[src/rtl/instr_decode_queue.sv]
// Decoding instruction queue: splits raw instructions into fields and flags at
// push, stores decoded entries in a FIFO and issues them behind a SYNC barrier.
// Ports: clk, rst_n (async, active-low); fetch_* valid/ready push side;
// issue_* valid/ready pop side with decoded fields and class flags;
// sync_done releases the barrier; queue_count is occupancy;
// illegal_instr / illegal_count report dropped opcodes.
// Optional feature macro: DECODE_ILLEGAL_CHECK_EN (drop illegal opcodes).

package instruction_pkg;
  typedef enum logic [3:0] {
    NOP     = 4'h0,
    MLOAD   = 4'h1,
    MSTORE  = 4'h2,
    MMULT   = 4'h3,
    MADD    = 4'h4,
    DMA_ST  = 4'h5,
    DMA_CHK = 4'h6,
    SYNC    = 4'h7
  } opcode_t;
endpackage

module instr_decode_queue
  import instruction_pkg::*;
#(
  parameter int INSTR_W = 32,
  parameter int REG_W   = 4,
  parameter int DEPTH   = 4
) (
  input  logic                         clk,
  input  logic                         rst_n,
  input  logic [INSTR_W-1:0]           fetch_instruction,
  input  logic                         fetch_valid,
  output logic                         fetch_ready,
  output logic                         issue_valid,
  input  logic                         issue_ready,
  output logic [3:0]                   issue_opcode,
  output logic [REG_W-1:0]             issue_rd,
  output logic [REG_W-1:0]             issue_rs1,
  output logic [REG_W-1:0]             issue_rs2,
  output logic [INSTR_W-4-3*REG_W-1:0] issue_imm,
  output logic                         issue_is_matrix_op,
  output logic                         issue_uses_dma,
  output logic                         issue_needs_sync,
  input  logic                         sync_done,
  output logic [$clog2(DEPTH):0]       queue_count,
  output logic                         illegal_instr,
  output logic [7:0]                   illegal_count
);

  localparam int IMM_W = INSTR_W - 4 - 3 * REG_W;
  localparam int PTR_W = $clog2(DEPTH);
  localparam int CNT_W = PTR_W + 1;

  typedef struct packed {
    logic [3:0]       op;
    logic [REG_W-1:0] rd;
    logic [REG_W-1:0] rs1;
    logic [REG_W-1:0] rs2;
    logic [IMM_W-1:0] imm;
    logic             mat;
    logic             dma;
    logic             sync;
  } entry_t;

  typedef enum logic {
    RUN       = 1'b0,
    SYNC_WAIT = 1'b1
  } state_t;

  entry_t             mem_q [DEPTH];
  entry_t             dec;
  entry_t             head;
  entry_t             out;
  logic [PTR_W-1:0]   wr_ptr_q, wr_ptr_d;
  logic [PTR_W-1:0]   rd_ptr_q, rd_ptr_d;
  logic [CNT_W-1:0]   count_q, count_d;
  state_t             state_q;
  logic               push;
  logic               wr_en;
  logic               pop;

  always_comb begin
    dec     = '0;
    dec.op  = fetch_instruction[INSTR_W-1 -: 4];
    dec.rd  = fetch_instruction[INSTR_W-5 -: REG_W];
    dec.rs1 = fetch_instruction[INSTR_W-5-REG_W -: REG_W];
    dec.rs2 = fetch_instruction[INSTR_W-5-2*REG_W -: REG_W];
    dec.imm = fetch_instruction[IMM_W-1:0];
    case (dec.op)
      MLOAD, MSTORE, MMULT, MADD: dec.mat  = 1'b1;
      DMA_ST, DMA_CHK:            dec.dma  = 1'b1;
      SYNC:                       dec.sync = 1'b1;
      default: ;
    endcase
  end

  assign fetch_ready = (count_q < CNT_W'(DEPTH));
  assign issue_valid = (count_q != '0) && (state_q == RUN);
  assign push        = fetch_valid && fetch_ready;
  assign pop         = issue_valid && issue_ready;
  assign head        = mem_q[rd_ptr_q];

`ifdef DECODE_ILLEGAL_CHECK_EN
  logic       legal;
  logic       ill_q;
  logic [7:0] ill_cnt_q;

  always_comb begin
    legal = 1'b0;
    case (dec.op)
      NOP, MLOAD, MSTORE, MMULT,
      MADD, DMA_ST, DMA_CHK, SYNC: legal = 1'b1;
      default: legal = 1'b0;
    endcase
  end

  // Accepted-but-illegal instructions are consumed and never stored.
  assign wr_en = push && legal;

  always_ff @(posedge clk or negedge rst_n) begin
    if (!rst_n) begin
      ill_q     <= 1'b0;
      ill_cnt_q <= '0;
    end else begin
      ill_q <= push && !legal;
      if (push && !legal && ill_cnt_q != 8'hFF)
        ill_cnt_q <= ill_cnt_q + 8'd1;
    end
  end

  assign illegal_instr = ill_q;
  assign illegal_count = ill_cnt_q;
`else
  assign wr_en         = push;
  assign illegal_instr = 1'b0;
  assign illegal_count = 8'd0;
`endif

  // Power-of-two depth lets the pointers wrap by plain overflow.
  always_comb begin
    wr_ptr_d = wr_ptr_q + PTR_W'(wr_en);
    rd_ptr_d = rd_ptr_q + PTR_W'(pop);
    count_d  = count_q + CNT_W'(wr_en) - CNT_W'(pop);
  end

  always_ff @(posedge clk) begin
    if (wr_en)
      mem_q[wr_ptr_q] <= dec;
  end

  // Pops only happen in RUN, so a sync_done coincident with
  // the SYNC pop is seen in RUN and ignored.
  always_ff @(posedge clk or negedge rst_n) begin
    if (!rst_n) begin
      wr_ptr_q <= '0;
      rd_ptr_q <= '0;
      count_q  <= '0;
      state_q  <= RUN;
    end else begin
      wr_ptr_q <= wr_ptr_d;
      rd_ptr_q <= rd_ptr_d;
      count_q  <= count_d;
      unique case (state_q)
        RUN:
          if (pop && head.sync)
            state_q <= SYNC_WAIT;
        SYNC_WAIT:
          if (sync_done)
            state_q <= RUN;
        default:
          state_q <= RUN;
      endcase
    end
  end

  always_comb begin
    out = '0;
    if (issue_valid)
      out = head;
  end

  assign issue_opcode       = out.op;
  assign issue_rd           = out.rd;
  assign issue_rs1          = out.rs1;
  assign issue_rs2          = out.rs2;
  assign issue_imm          = out.imm;
  assign issue_is_matrix_op = out.mat;
  assign issue_uses_dma     = out.dma;
  assign issue_needs_sync   = out.sync;
  assign queue_count        = count_q;

endmodule
[config.mk]
export PLATFORM = sky130hd
export DESIGN_NAME = instr_decode_queue
export DESIGN_NICKNAME = d
export VERILOG_FILES = /design/src/rtl/instr_decode_queue.sv
export SDC_FILE = /design/constraint.sdc
export NUM_CORES = 1
export LEC_CHECK = 0
export ABC_AREA = 1
export CORE_MARGIN = 3
export CORE_UTILIZATION = 49
export DETAILED_ROUTE_END_ITERATION = 10
export GPL_TIMING_DRIVEN = 0
export PLACE_DENSITY_LB_ADDON = 0.3
export SYNTH_ARGS = -nofsm -noshare
export SYNTH_HDL_FRONTEND = slang
export SYNTH_SLANG_ARGS = --single-unit
[constraint.sdc]
create_clock -name clk -period 3.5 [get_ports clk]
set_input_delay 0.7 -clock clk [delete_from_list [all_inputs] [get_ports clk]]
set_output_delay 0.7 -clock clk [all_outputs]
set_load 0.02 [all_outputs]
# After elaboration in Yosys (flattened, before gate mapping)
# Memory sizes are Yosys's and may differ from the RTL's.
# Cells that the tools add are included.
[classes] bitwise=1 eq_ne=7 reduce_logical=7 magnitude_cmp=1 addsub=4 mux=9
[ops] cell="two-way mux 35 bit" n=1
[ops] cell="== test 4 x 3 -> 1 bit (second input constant)" n=4
[ops] cell="== test 4 x 2 -> 1 bit (second input constant)" n=2
[ops] cell="two-way mux 1 bit" n=7
[ops] cell="adder 2 x 1 -> 2 bit" n=2
[ops] cell="== test 4 x 1 -> 1 bit (second input constant)" n=1
[ops] cell="logical AND 1 bit" n=4
[ops] cell="OR reduction 4 bit" n=1
[ops] cell="adder 3 x 1 -> 3 bit" n=1
[ops] cell="less-than comparator 3 bit (second input constant)" n=1
[ops] cell="nonzero test 3 bit" n=1
[ops] cell="subtractor 3 x 1 -> 3 bit" n=1
[ops] cell="case mux 1 bit (2 select lines)" n=1
[ops] cell="OR reduction 2 bit" n=1
[ops] cell="inverter 1 bit" n=1
[word_totals] out_inout_bits=49 ram_bits=140 word_cells=34 n_memories=1 reg_bits=8
[mem_list] memory="mem_q" depth=4 word_bits=35 rd=1 rd_ports_with_merged_regs=0 wr=1 line="70" source="entry_t mem_q [DEPTH];"

# Longest topological paths before layout
[depth] depth_word=6 mapped_depth=11 depth_no_buf=11

# Worst setup path after synthesis
# Ideal clock, no wire load.
[synth_timing] kind="reg2reg" startpoint="register count_q[2] (netlist: queue_count[2])" endpoint="memory mem_q[0][0] in the netlist's numbering (enable)" setup_time_ns=0.471 required_ns=3.029 arrival_time_ns=3.289 stages_incl_launch_ff=4 path_buffers=0 slack_ns=-0.260 cell_sequence="dfrtp_1 -> inv_1 -> nand2_1 -> nor3_1"
[synth_between] elab_chain_cells=4
[synth_rtl] element="start, declared" line="76" source="logic [CNT_W-1:0] count_q, count_d;"
[synth_rtl] element="start signal, assigned" line="162" source="count_q <= count_d;"
[synth_rtl] element="less-than comparator 3 bit" line="97" source="assign fetch_ready = (count_q < CNT_W'(DEPTH));"
[synth_rtl] element="net fetch_ready" line="33" source="output logic fetch_ready,"
[synth_rtl] element="logical AND 1 bit" line="99" source="assign push = fetch_valid && fetch_ready;"
[synth_rtl] element="two-way mux 1 bit" line="147" source="if (wr_en)"
[synth_rtl] element="two-way mux 1 bit (not written as such)" line="148" source="mem_q[wr_ptr_q] <= dec;"
[synth_rtl] element="end, declared" line="70"
# The timed path passes the listed nets, and every way through them passes these cells.

# Worst setup path after layout
[layout_timing] startpoint="register rd_ptr_q[0]" endpoint="output issue_opcode[1]"
[layout_between] elab_chain_cells=2
[layout_rtl] element="start, declared" line="75" source="logic [PTR_W-1:0] rd_ptr_q, rd_ptr_d;"
[layout_rtl] element="start signal, assigned" line="161" source="rd_ptr_q <= rd_ptr_d;"
[layout_rtl] element="memory read (4 x 35 bit)"
[layout_rtl] element="two-way mux 35 bit" line="178" source="if (issue_valid)"
[layout_rtl] element="end, declared" line="36" source="output logic [3:0] issue_opcode,"
# No other way between the ends.

==> flow_metrics.env <==
export IMPL_drtPass1Iterations=4
export IMPL_pin_count=86
export IMPL_drive_above_1_share_pct=12.50
export IMPL_grt_max_degree=17
export IMPL_cp_end_kind="output pin"
export IMPL_synth_area_mm2=0.005943
export IMPL_cts_resized=0
export IMPL_hold_viol_final=0
export IMPL_htree_num_levels=4
export IMPL_power_frac_seq_pct=32.6
export IMPL_power_frac_clock_pct=24.8
export IMPL_area_growth_pct=29.12
export IMPL_ys_ff_latch=148
export IMPL_ys_warn_count=0
export IMPL_dp_hpwl_mm=8.632
export IMPL_m1WireLength_mm=5.526
export IMPL_crit_chain="inv_2, clkbuf_1, o21ai_0, a21oi_1, clkdlybuf4s50_1"
export IMPL_ir_worst_vdd_mv=0.6001
export IMPL_grt_pass1_wl_mm=20.56
export IMPL_setup_tns_ns=0
export IMPL_power_density_mw_per_mm2=930.5
export IMPL_critical_path_startpoint_type="flip-flop"
export IMPL_relSlewSlack_pct=45.86
export IMPL_port_buffers=76
export IMPL_routed_via_density=5.397
export IMPL_cp_slowest_cell="clkdlybuf4s50_1"
export IMPL_cts_path_max_buffers=2
export IMPL_combPwrFrac_pct=42.6
export IMPL_drcViolationCount=0
export IMPL_maxCapViolations=0
export IMPL_synth_seq_area_share_pct=74.11
export IMPL_power_internal_mw=4.559
export IMPL_antenna_found_initial=0
export IMPL_dieArea_mm2=0.01349
export IMPL_finalCriticalPeriod_ns=3.197
export IMPL_routed_top_layer="met4"
export IMPL_vias=4053
export IMPL_dr_wl_met3_um=782
export IMPL_drtAntennaViolNets=0
export IMPL_fin_cells=751
export IMPL_met2_length_mm=6.618
export IMPL_fp_dieH_um=116.1
export IMPL_synth_common_cells="nor2_1, edfxtp_1, o21ai_0"
export IMPL_syn_avg_cell_area_um2=12.43
export IMPL_place_inst=719
export IMPL_initial_core_util_pct=51.17
export IMPL_status="completed"
export IMPL_drt_initial_drc_count=271
export IMPL_cts_sinks=148
export IMPL_cts_buffers=17
export IMPL_tightest_slew_ns=0.8077
export IMPL_root_buffer="clkbuf_16"
export IMPL_grt_overflow_total=0
export IMPL_critical_path_class="reg2out"
export IMPL_clk_insertion_delay_late_ns=0.41
export IMPL_cts_tree="done"
export IMPL_cp_slowest_stage_delay_ns=0.64
export IMPL_wl_per_cell_um=17.55
export IMPL_hold_ws_ns=0.5477
export IMPL_fin_worst_skew_ns=0.006241
export IMPL_fmax_mhz=312.7
export IMPL_synth_edf_count=140
export IMPL_nNetsFinal=635
export IMPL_cp_max_fo=10
export IMPL_switchingPower_mw=2.582
export IMPL_yosysMostFrequentCell="nor2_1"
export IMPL_hold_class="reg2reg"
export IMPL_fin_total_pwr_mw=7.141
export IMPL_grt_pass1_vias=4154
export IMPL_core_area_mm2=0.01161
export IMPL_netlist_instances=478
export IMPL_worst_path_buf_inv=3
export IMPL_slew_violations=0
export IMPL_worstPathRequired_ns=2.80
export IMPL_postRouteWirelength_mm=13.18
export IMPL_synth_flop_cell="edfxtp_1"
export IMPL_hold_buffers=0
export IMPL_p_leak_nw=2.772
export IMPL_ys_async_sr_fraction_pct=5.405
export IMPL_postCtsSetupRepairBufs=0
export IMPL_rows=39
export IMPL_clk_pin_slew_ns=0.05
export IMPL_rsz0062_at_grt="no"
export IMPL_synthTopCellsByArea="edfxtp_1, nor2_1, o21ai_0"
export IMPL_fin_crit_sh_pct=91.36
export IMPL_crit_arrival_ns=2.50
export IMPL_yosysUniqueCellTypes=25
export IMPL_finalSetupViolCount=0
export IMPL_power_switching_share_pct=36.15
export IMPL_die_w_um=116.1
export IMPL_gp_congestion=0.7287
export IMPL_crit_family="buffers and inverters"
export IMPL_diodes=0
export IMPL_grt_usage_pct=20.58
export IMPL_yosysTopAreaCell="edfxtp_1"
export IMPL_final_core_util_pct=66.07
export IMPL_yosys_area_top_type_share_pct=70.74
-- stage by stage --
| stage | setup WS [ns] | cell area (µm²) |
|---|---|---|
| after floorplan | -0.2597 | 5973 |
| after global placement | -2.504 | 6913 |
| after detailed placement | 0.5520 | 7098 |
| after CTS | 0.3063 | 7674 |
| after global routing | 0.2085 | 7674 |
| final | 0.3025 | 7674 |
-- layer usage --
| metal | up-vias | track usage (%) |
|---|---|---|
| met5 | - | 0 |
| met4 | 0 | 9.435 |
| met3 | 19 | 5.285 |
| met2 | 146 | 34.25 |
| met1 | 1990 | 25.46 |
| li1 | 1898 | - |
-- worst reg2reg max path, stage by stage, from the launching register on --
cell,delay [ns]
dfrtp_1,0.37
inv_1,0.13
nand2_1,0.20
nor3_2,0.66
buf_6,0.28
buf_8,0.18
buf_6,0.17
-- placed cells by master, fill, tap and decap left out, types with 10 or more instances in the layout --
cell | netlist | routed
clkbuf_16 | 0 | 17
buf_6 | 5 | 15
buf_4 | 13 | 14
nor2_1 | 142 | 142
a21oi_1 | 36 | 36
edfxtp_1 | 140 | 140
o21ai_0 | 61 | 61
buf_2 | 10 | 10
inv_1 | 10 | 10
clkdlybuf4s50_1 | 0 | 76
nand2_1 | 19 | 19
-- path summary, 6_finish.rpt --
kind | startpoint | endpoint | slack (ns) | cells after the start
setup / recovery | rd_ptr_q[0] | issue_opcode[1] | 0.30 | 5
hold / removal | queue_count[0] | queue_count[0] | 0.55 | 1
setup reg to reg | queue_count[2] | mem_q[0][24] | 1.21 | 6
hold reg to reg | queue_count[0] | queue_count[0] | 0.55 | 1
max in group asynchronous | rst_n | wr_ptr_q[1] | 2.68 | 1
min in group asynchronous | rst_n | wr_ptr_q[0] | 0.56 | 1
-- sequential cells by signal, summed over array words and instances (netlist names) --
register     count
rd_ptr_q         2
queue_count      3
wr_ptr_q         2
state_q          1
mem_q          140
-- final cells by class --
type                       count  area, µm²
tap                          143      178.9
multi-input combinational    292       1318
buffer                        34      226.5
inverter                      12      45.04
clock inverter                11      135.1
fill                         864       3940
sequential                   148       4404
timing repair buffer          90      925.9
clock buffer                  21      440.4
-- cell families after synthesis --
family / Yosys count / share of synthesized area, %
AOI/OAI and AO/OA: 106 / 8.968
DFF: 148 / 74.11
and+or+nand+nor: 171 / 11.09
buffers and inverters: 46 / 4.568
adders and majority gates: 3 / 0.7578
xor gates and xnor gates: 3 / 0.4422
other: 1 / 0.06310
-- power groups by stage --
| stage | Sequential (mW) | Combinational, mW | Clock [mW] |
|---|---|---|---|
| after floorplan | 2.38 | 1.70 | 0 |
| after global placement | 2.38 | 2.90 | 0 |
| after detailed placement | 2.36 | 3.04 | 0 |
| after CTS | 2.33 | 3.07 | 1.79 |
| after global routing | 2.35 | 3.31 | 1.87 |
| final | 2.33 | 3.04 | 1.77 |
(Power assumes the default switching activity.)
